**src/rtl/rv32_pkg.sv**
```systemverilog
// Shared RV32 constants for the register file slice.
// Defaults for data width, register count and the x0 index.
package rv32_pkg;

    localparam int RV_XLEN = 32;
    localparam int RV_NREG = 32;
    localparam int X0_IDX  = 0;

endpackage

```
**src/rtl/regfile_scoreboard.sv**
```systemverilog
// Busy-bit scoreboard: set on issue, clear on write.
// Issue beats write-back to the same register in one cycle.
module regfile_scoreboard
    import rv32_pkg::*;
#(
    parameter int DEPTH    = RV_NREG,
    parameter int NWR      = 1,
    parameter int ZERO_REG = 1,
    localparam int AW      = $clog2(DEPTH)
) (
    input  logic                clk,
    input  logic                rst_n,
    input  logic [NWR-1:0]      we,
    input  logic [NWR*AW-1:0]   wa,
    input  logic                iss_valid,
    input  logic [AW-1:0]       iss_rd,
    output logic [DEPTH-1:0]    busy_vec
);

    logic [DEPTH-1:0] busy_nxt;

    always_comb begin
        busy_nxt = busy_vec;
        for (int j = 0; j < NWR; j++) begin
            if (we[j]) busy_nxt[wa[j*AW +: AW]] = 1'b0;
        end
        if (iss_valid) busy_nxt[iss_rd] = 1'b1;
        if (ZERO_REG != 0) busy_nxt[X0_IDX] = 1'b0;
    end

    always_ff @(posedge clk) begin
        if (!rst_n) busy_vec <= '0;
        else        busy_vec <= busy_nxt;
    end

endmodule

```
**src/rtl/regfile_mp.sv**
```systemverilog
// Multi-port register file with scoreboard, combinational reads.
// Define REGFILE_BYPASS_EN to forward same-cycle writes to reads.
module regfile_mp
    import rv32_pkg::*;
#(
    parameter int XLEN     = RV_XLEN,
    parameter int DEPTH    = RV_NREG,
    parameter int NRD      = 2,
    parameter int NWR      = 1,
    parameter int ZERO_REG = 1,
    localparam int AW      = $clog2(DEPTH)
) (
    input  logic                clk,
    input  logic                rst_n,
    input  logic [NRD*AW-1:0]   ra,
    output logic [NRD*XLEN-1:0] rdata,
    output logic [NRD-1:0]      rbusy,
    input  logic [NWR-1:0]      we,
    input  logic [NWR*AW-1:0]   wa,
    input  logic [NWR*XLEN-1:0] wdata,
    input  logic                iss_valid,
    input  logic [AW-1:0]       iss_rd,
    output logic [DEPTH-1:0]    busy_vec
);

    localparam logic [AW-1:0] ZADDR = AW'(X0_IDX);

    logic [XLEN-1:0] regs [DEPTH];

    function automatic logic is_zero(input logic [AW-1:0] a);
        return (ZERO_REG != 0) && (a == ZADDR);
    endfunction

    regfile_scoreboard #(
        .DEPTH    (DEPTH),
        .NWR      (NWR),
        .ZERO_REG (ZERO_REG)
    ) u_sb (
        .clk       (clk),
        .rst_n     (rst_n),
        .we        (we),
        .wa        (wa),
        .iss_valid (iss_valid),
        .iss_rd    (iss_rd),
        .busy_vec  (busy_vec)
    );

    // Later ports are assigned last, so the highest index wins.
    always_ff @(posedge clk) begin
        if (!rst_n) begin
            for (int i = 0; i < DEPTH; i++) regs[i] <= '0;
        end else begin
            for (int j = 0; j < NWR; j++) begin
                if (we[j] && !is_zero(wa[j*AW +: AW]))
                    regs[wa[j*AW +: AW]] <= wdata[j*XLEN +: XLEN];
            end
        end
    end

    always_comb begin
        rdata = '0;
        rbusy = '0;
        for (int k = 0; k < NRD; k++) begin
            logic [AW-1:0]   a;
            logic [XLEN-1:0] d;
            logic            b;
            a = ra[k*AW +: AW];
            d = regs[a];
            b = busy_vec[a];
`ifdef REGFILE_BYPASS_EN
            for (int j = 0; j < NWR; j++) begin
                if (we[j] && (wa[j*AW +: AW] == a)) begin
                    d = wdata[j*XLEN +: XLEN];
                    b = iss_valid && (iss_rd == a);
                end
            end
`endif
            if (is_zero(a)) begin
                d = '0;
                b = 1'b0;
            end
            rdata[k*XLEN +: XLEN] = d;
            rbusy[k] = b;
        end
    end

endmodule

```
**config.mk**
```make
export PLATFORM = sky130hd
export DESIGN_NAME = regfile_mp
export DESIGN_NICKNAME = d
export VERILOG_FILES = /design/src/rtl/rv32_pkg.sv /design/src/rtl/regfile_scoreboard.sv /design/src/rtl/regfile_mp.sv
export SDC_FILE = /design/constraint.sdc
export NUM_CORES = 2
export LEC_CHECK = 0
export ABC_CLOCK_PERIOD_IN_PS = 7900
export BUFFER_PORTS_ARGS = -buffer_cell sky130_fd_sc_hd__buf_4
export CAP_MARGIN = 40
export CORE_MARGIN = 5
export CORE_UTILIZATION = 50
export DETAILED_ROUTE_END_ITERATION = 10
export PLACE_DENSITY = 0.69
export REMOVE_ABC_BUFFERS = 1
export SLEW_MARGIN = 20
export SYNTH_ARGS = -nofsm -noshare
export SYNTH_HDL_FRONTEND = slang
export SYNTH_SLANG_ARGS = --single-unit
```
**constraint.sdc**
```tcl
create_clock -name clk -period 7.9 [get_ports clk]
set_clock_uncertainty 0.2 [all_clocks]
set_input_delay 1.185 -clock clk [delete_from_list [all_inputs] [get_ports clk]]
set_output_delay 1.185 -clock clk [all_outputs]
set_load 0.05 [all_outputs]
```
==> flow_summary.json <==
{
  "yosys_warnings": 0,
  "ir_worst_vdd_uv": 200,
  "fin_hold_ws_ns": 0.332,
  "cts_resized": 0,
  "initial_core_util_pct": 50.5,
  "cellPowerDensity_nw_per_um2": 215,
  "drive_gt1_share_pct": 28.2,
  "clockBufferDepth": 3,
  "vias": 37541,
  "dr.pass1.iters": 6,
  "startpoint": "ra[8]",
  "slew_headroom_pct": 29.0,
  "arrival_ns": 4.51,
  "ys_ff_latch": 1055,
  "use_met2_pct": 47.7,
  "post_synth_instance_area_um2": 57000,
  "synth_flop_cell": "edfxtp_1",
  "grt_max_degree": 95,
  "synth_edf_count": 1024,
  "dpl.cell_count": 5222,
  "rsz0062_at_grt": "false",
  "routed_via_density": 6.90,
  "wl_um": 197000,
  "fin_area_um2": 63600,
  "die-area_um2": 121000,
  "portBuffers": 152,
  "met3_usage_pct": 9.17,
  "tightest_slew_ns": 1.06,
  "die_w_um": 348,
  "cap_violations": 0,
  "crit_chain": "buf_4 > or2_2 > or4_4 > o21ai_1 > a311oi_1 > buf_4",
  "finalSetupTns_ns": 0,
  "syn_area_per_cell_um2": 14.9,
  "die_h_um": 348,
  "reg2reg_depth": 2,
  "holdPathStages": 2,
  "tritoncts": "built",
  "postCtsHoldBufs": 0,
  "rrSetupSlack_ns": 6.80,
  "drc": 0,
  "cts_setup_buffers": 0,
  "ys_async_sr_fraction_pct": 0,
  "hold_viol": 0,
  "synth_top_area_cell": "edfxtp_1",
  "grt_pass1_wl_um": 278000,
  "synth_top_cell_area_share_pct": 54.0,
  "setup_violations": 0,
  "grt_antenna_before_repair": 22,
  "cpPeakStageDelay_ns": 0.72,
  "final_core_util_pct": 56.3,
  "hpwl_um": 122000,
  "num-fill-cells": 8699,
  "instances_no_fill": 5443,
  "p_leak_nw": 21.7,
  "critPathKind": "in2out",
  "synth-seq-area-share_pct": 55.0,
  "gr-usage-met1_pct": 44.6,
  "worstSetupStartpointType": "input port",
  "ant_nets": 0,
  "grt_pass1_vias": 37214,
  "insertion_delay_ns": 0.69,
  "netlist_instances": 3821,
  "cts-root-buf": "clkbuf_16",
  "fmax_mhz": 170,
  "synthTopCellsByArea": "edfxtp_1 (54%), mux4_2 (18%), and2_1 (11%)",
  "wl_per_cell_um": 36.2,
  "top_usage_layer": "met2",
  "core_area_um2": 113000,
  "critical_path_required_ns": 6.51,
  "slowest_stage": "a311oi_1",
  "path_common_cell": "buf_4",
  "placed_area_um2": 59900,
  "clock-sinks": 1055,
  "grt_overflow_total": 0,
  "post-route-period-util_pct": 74.6,
  "place_congestion": 0.899,
  "rows": 123,
  "cts_buffers": 112,
  "synthDistinctLibCells": 50,
  "cts_htree_levels": 3,
  "hold_path.class": "reg2reg",
  "drv_slew": 0,
  "status": "finished, final reports clean",
  "whs_endpoint": "u_sb.busy_vec[11]",
  "r2r-end": "u_sb.busy_vec[2]",
  "drtIter0Drc": 6093,
  "nets": 3900,
  "period_needed_ns": 5.90,
  "r2r-start": "u_sb.busy_vec[2]",
  "min-delay-start": "u_sb.busy_vec[11]",
  "clkSlewWorstSetupHoldPaths_ns": 0.06,
  "area_growth_pct": 11.5,
  "io-pin-count": 154,
  "crit_path_max_fanout": 39,
  "critical_path.endpoint_type": "output port",
  "grt.total_usage_pct": 32.2
}
## cell usage in the layout (no fill, tap or decap), types with 6 or more instances in the layout
| cell type | count |
|---|---|
| mux4_2 | 460 |
| o21ai_4 | 30 |
| a21oi_1 | 32 |
| clkbuf_16 | 115 |
| o2111ai_1 | 17 |
| o21ai_1 | 109 |
| and2_1 | 992 |
| mux2i_1 | 132 |
| clkbuf_1 | 25 |
| a211oi_1 | 64 |
| buf_2 | 10 |
| bufinv_16 | 8 |
| a221oi_2 | 43 |
| nor2b_1 | 64 |
| a221oi_1 | 6 |
| nor2_1 | 9 |
| a22oi_1 | 67 |
| nor2_4 | 33 |
| a311oi_1 | 62 |
| buf_16 | 17 |
| o21ai_0 | 36 |
| nand2_1 | 70 |
| buf_8 | 7 |
| buf_4 | 249 |
| mux2_2 | 68 |
| clkinv_2 | 26 |
| dfxtp_1 | 31 |
| clkinv_1 | 25 |
| diode_2 | 9 |
| edfxtp_1 | 1024 |
| buf_12 | 13 |
| conb_1 | 33 |
## per-stage QoR
stage / setup slack, ns / power [mW]
3_3_place_gp: 2.13 / 8.52
2_1_floorplan: 2.57 / 7.65
3_5_place_dp: 2.17 / 8.58
4_1_cts: 2.16 / 13.6
5_1_grt: 2.07 / 14.0
6_report: 2.00 / 13.7
## area by class of cell
class	instances	area, um2	share of cell area (%)
clock buffers	140	2970	4.68
diodes	9	22.5	0.0354
multi-input cells	2373	24000	37.8
well taps	1500	1880	2.95
clock inverters	64	508	0.799
inverters	3	17.5	0.0276
repair buffers	299	2790	4.38
flip-flops and latches	1055	31400	49.4
## cell usage after synthesis, types with 2 or more instances
library cell	instances
a211oi_1	64
a21oi_1	32
a221o_1	2
a221oi_1	6
a221oi_2	43
a22oi_1	67
a311oi_1	63
a311oi_2	3
and2_1	993
and3_1	2
and3b_1	2
buf_1	6
buf_12	5
buf_2	92
buf_4	36
buf_6	51
clkbuf_1	221
clkbuf_2	9
dfxtp_1	31
edfxtp_1	1024
inv_1	3
mux2_2	68
mux2i_1	132
mux4_2	460
nand2_1	71
nand2b_1	4
nand3_1	2
nand3b_1	5
nand4b_1	2
nor2_1	35
nor2_2	8
nor2b_1	66
nor2b_4	2
nor3b_1	4
o2111ai_1	17
o21ai_0	66
o21ai_1	109
or2_1	2
or4_4	2
## cell families after synthesis
logic type | share of synthesized area [%]
AND/OR/NAND/NOR | 12.9
other | 0.00658
flip-flops | 55.0
multiplexers | 21.8
AO/OA/AOI/OAI | 6.11
buffers and inverters | 4.10
## per-layer routing
metal / part of all wire (%) / wire (um) / vias to the layer above
met1: 37 / 72000 / 19091
met3: 14 / 27600 / 588
met4: 5.1 / 10100 / 10
met5: 0.023 / 46 / -
met2: 44 / 87300 / 3075
li1: - / - / 14777
## registers in the layout, indices dropped and copies added (netlist names)
signal,cells
regs,1024
u_sb.busy_vec,31
## worst max-delay path by stage
stage                      to
CTS                 rdata[35]
global route        rdata[53]
finish              rdata[47]
detailed placement  rdata[35]
global placement    rdata[35]
floorplan            rbusy[0]
## power by group
part           total, mW  leakage [nW]  switching [mW]  internal [mW]
Sequential          6.59          10.0           0.154           6.44
Clock               5.15          1.71            2.24           2.90
Combinational       1.92          9.96            1.20          0.722
## critical path, delay by kind of cell
family / cells / cell delay, ns
simple gates: 2 / 1.29
compound gates: 2 / 0.93
buf+inv: 2 / 1.02
No activity file was read; power rests on OpenSTA's default activity.
